## src/rtl/if_stage.sv

```systemverilog
// Instruction fetch stage: PC register, ROM fetch and IF/ID register.
// Ports: clk/rst, stall/flush/branch_flag/branch_target in, rom_ce/rom_addr
// out, rom_data in, id_pc/id_inst/id_valid to decode, halted, misalign.
module if_stage #(
    parameter logic [31:0] RESET_PC  = 32'h0000_0000,
    parameter int          ROM_WORDS = 28
) (
    input  logic        clk,
    input  logic        rst,
    input  logic        stall,
    input  logic        flush,
    input  logic        branch_flag,
    input  logic [31:0] branch_target,
    output logic        rom_ce,
    output logic [4:0]  rom_addr,
    input  logic [31:0] rom_data,
    output logic [31:0] id_pc,
    output logic [31:0] id_inst,
    output logic        id_valid,
    output logic        halted,
    output logic        misalign
);

    localparam logic [29:0] ROM_LIMIT = 30'(ROM_WORDS);

    logic [31:0] pc_q, pc_d;
    logic        rom_ce_q, rom_ce_d;
    logic        misalign_q, misalign_d;
    logic [31:0] id_pc_q, id_pc_d;
    logic [31:0] id_inst_q, id_inst_d;
    logic        id_valid_q, id_valid_d;
    logic        halt_w;
    logic        fetch_ok;
    logic [31:0] fetch_inst;

    // Halt is a pure function of the live PC so the PC parks on the first
    // out-of-range address instead of overshooting it by one word.
    assign halt_w   = rom_ce_q && (pc_q[31:2] >= ROM_LIMIT);
    assign fetch_ok = rom_ce_q && !halt_w;

    // ROM stores words byte-reversed; swap back to MIPS order.
    assign fetch_inst = fetch_ok ?
        {rom_data[7:0], rom_data[15:8], rom_data[23:16], rom_data[31:24]} :
        32'h0;

    always_comb begin
        pc_d       = pc_q;
        rom_ce_d   = 1'b1;
        misalign_d = branch_flag && (branch_target[1:0] != 2'b00);
        if (rom_ce_q) begin
            if (branch_flag) begin
                pc_d = {branch_target[31:2], 2'b00};
            end else if (stall) begin
                pc_d = pc_q;
            end else if (halt_w) begin
                pc_d = pc_q;
            end else begin
                pc_d = pc_q + 32'd4;
            end
        end
    end

    always_comb begin
        id_pc_d    = id_pc_q;
        id_inst_d  = id_inst_q;
        id_valid_d = id_valid_q;
        if (flush) begin
            id_pc_d    = 32'h0;
            id_inst_d  = 32'h0;
            id_valid_d = 1'b0;
        end else if (!stall) begin
            id_pc_d    = pc_q;
            id_inst_d  = fetch_inst;
            id_valid_d = fetch_ok;
        end
    end

    always_ff @(posedge clk or posedge rst) begin
        if (rst) begin
            pc_q       <= RESET_PC;
            rom_ce_q   <= 1'b0;
            misalign_q <= 1'b0;
            id_pc_q    <= 32'h0;
            id_inst_q  <= 32'h0;
            id_valid_q <= 1'b0;
        end else begin
            pc_q       <= pc_d;
            rom_ce_q   <= rom_ce_d;
            misalign_q <= misalign_d;
            id_pc_q    <= id_pc_d;
            id_inst_q  <= id_inst_d;
            id_valid_q <= id_valid_d;
        end
    end

    assign rom_ce   = rom_ce_q;
    assign rom_addr = pc_q[6:2];
    assign id_pc    = id_pc_q;
    assign id_inst  = id_inst_q;
    assign id_valid = id_valid_q;
    assign halted   = halt_w;
    assign misalign = misalign_q;

endmodule

```

## config.mk

```make
export PLATFORM = sky130hd
export DESIGN_NAME = if_stage
export DESIGN_NICKNAME = d
export VERILOG_FILES = /design/src/rtl/if_stage.sv
export SDC_FILE = /design/constraint.sdc
export NUM_CORES = 1
export LEC_CHECK = 0
export ABC_AREA = 1
export BUFFER_PORTS_ARGS = -buffer_cell sky130_fd_sc_hd__buf_2
export CAP_MARGIN = 15
export CORE_AREA = 10 10 114 116
export DETAILED_ROUTE_END_ITERATION = 10
export DIE_AREA = 0 0 124 126
export GPL_TIMING_DRIVEN = 0
export PLACE_DENSITY = 0.83
export SLEW_MARGIN = 10
export SYNTH_ARGS = -nofsm -noshare
export SYNTH_HDL_FRONTEND = slang
export SYNTH_SLANG_ARGS = --single-unit
```

## constraint.sdc

```tcl
create_clock -name clk -period 3.1 [get_ports clk]
set_input_delay 0.465 -clock clk [delete_from_list [all_inputs] [get_ports clk]]
set_output_delay 0.465 -clock clk [all_outputs]
set_load 0.02 [all_outputs]
```

==> metrics.cfg <==
[final_layout]
drive_gt1_share_pct=27.5
layout_commonest_cell=nand2_1
regArea_um2=2400
design_area_um2=6190
syn2layout_area_growth_pct=22.3
fillCellCount=1013
finalNetCount=889
multiInputGateArea_um2=2200
stdcell_count=963
antenna_cells=0
layout_common_cells=nand2_1, buf_2, dfrtp_1, inv_1, nor2_1

[sta]
setup_viol=0
hold_violations=0
fin_tns_setup_ns=0
fin_skew_ns=0.0114
rsz0062_at_grt=false
max_freq_mhz=452
worst_slack_ns=0.889
final_max_slew_viol_count=0
maxSlewHeadroom_pct=61.3
tightest_slew_ns=0.581
period_share_pct=71.3
min_period_ns=2.21

[grt]
grtUsageMet1_pct=23.8
track_usage_pct=18.3
grt_busiest_layer=met2
grt_pass1_vias=4537
grt_max_degree=53
antenna_found_initial=0
overflow=0
grt_pass1_wl_um=23100
met2_usage_pct=30.0
met3_usage_pct=4.78

[setup_path]
r2r_slack_ns=1.20
crit_path_max_fanout=5
cp.arrival_ns=1.75
critPathLaunchType=flip-flop
worst_setup_path_end_kind=output port
worstSetupPathType=reg -> out
critPathRequiredTime_ns=2.63
crit_path_start=pc_q[24]
crit-reg2reg-launch=pc_q[2]

[clocking]
cts_tree=built
cts_buffers=9
cts_root_buffer=clkbuf_8
ctsHoldBuffers=0
htreeDepth=3
clock_sinks=96
post-cts-setup-buffers=0
clkLatencyLatePin_ns=0.37
cts_resized=0
clkTransAtPathRegs_ns=0.11
cts_max_path_buffers=2

[placement]
postPlaceCellArea_um2=5970
pre_cts_ws_ns=1.14
dpl.hpwl_um=11600
dp.cells=947
place.gp.congestion=0.901
port_buffers=140

[floorplanning]
die-area_um2=15600
core_um2=10700
ios=142
start_util_pct=47.3
die_x_um=124
die_y_um=126
rows=38

[route]
drtAntennaViolNets=0
routed_via_density=4.91
wire_per_inst_um=15.1
drcViolationCount=0
first_iter_violations=379
num_vias=4731
routed_wl_um=14500
first_pass_iters=5

[power_and_ir_drop]
p_leak_nw=3.43
max-vdd-ir-drop_v=0.000216
powerDensity_nw_per_um2=469

[logic_synthesis]
synth_area_um2=5060
yosysSeqAreaShare_pct=47.5
syn_inst=666
syn_nets=737
yosysWarnings=0
ys_ff_latch=96
avgSynthCellArea_um2=7.60
synth_cell_type_count=31

[min_path]
hp-class=in -> async

[run]
maxCapViolCount=0

[outcome]
status=complete, no violations

synthesized netlist by cell type, drive strengths merged:
library cell / instances / area share [%]
and3: 1 / 0.12
clkbuf: 11 / 0.82
o31ai: 26 / 3.9
buf: 21 / 2.8
and2: 3 / 0.37
nor3: 1 / 0.099
clkinv: 1 / 0.074
a21oi: 4 / 0.62
mux2i: 5 / 0.99
a31oi: 1 / 0.12
nand4: 4 / 0.49
nand2: 271 / 20
nor2: 54 / 4.3
nand3: 34 / 3.6
inv: 73 / 5.4
conb: 1 / 0.074
o21bai: 1 / 0.22
or2: 2 / 0.25
dfrtp: 96 / 47
xor2: 4 / 0.69
ha: 2 / 0.49
o21ai: 50 / 7.1
cell type report:
class                   instances  area share, %
repair buffers                141           11.8
inverters                      74           4.53
well taps                     140           2.83
plain buffers                  32           2.93
multi-input cells             464           35.5
clock buffers                   9           2.00
clock inverters                 7           1.62
flip-flops and latches         96           38.8
per-layer routing:
layer | vias up | share of wire, %
li1 | 2388 | -
met1 | 2151 | 42
met2 | 176 | 47
met3 | 16 | 9.4
met4 | 0 | 1.2
met5 | - | 0
worst paths after layout:
check                               to  depth (start not counted)
min reg2reg                  id_pc[17]                          2
max reg2reg                   pc_q[30]                         12
max in group asynchronous  id_inst[14]                          3
max                             halted                          8
min in group clk           id_inst[17]                          3
min                         id_inst[6]                          2
stage by stage:
| step | power, mW | hold WS (ns) | util [%] |
|---|---|---|---|
| after floorplan | 1.82 | 0.471 | - |
| after global placement | 2.01 | 0.451 | 55.5 |
| after global routing | 3.06 | 0.181 | 57.9 |
| final | 2.90 | 0.156 | 57.9 |
| after CTS | 2.92 | 0.169 | 57.9 |
| after detailed placement | 2.03 | 0.458 | 55.8 |
power breakdown:
group	total, mW	switching, mW	internal [mW]
Sequential	1.45	0.108	1.34
Combinational	0.554	0.355	0.199
Clock	0.898	0.499	0.399
state kept, by name, indices dropped and copies added, names as in the netlist:
register / count
id_inst: 32
id_pc: 31
id_valid: 1
misalign: 1
pc_q: 30
rom_ce: 1
logic make-up (layout without fill, tap and decap cells):
group | count (synthesis) | count (layout) | synth area share [%]
and+or+nand+nor | 370 | 370 | 29.3
buffers and inverters | 106 | 263 | 9.07
DFF | 96 | 96 | 47.5
AOI/OAI and AO/OA | 82 | 82 | 11.9
muxes | 5 | 5 | 0.989
xor gates and xnor gates | 4 | 4 | 0.692
adders and majority gates | 2 | 2 | 0.494
other | 1 | 1 | 0.0741
worst max-delay path, stage by stage (launching register included):
cell	delay, ns
dfrtp_1	0.45
inv_1	0.14
nand2_1	0.07
nor2_1	0.09
nand2_1	0.07
nor2_2	0.15
and2_1	0.17
nor2_1	0.07
buf_2	0.17
(Power assumes the default switching activity.)
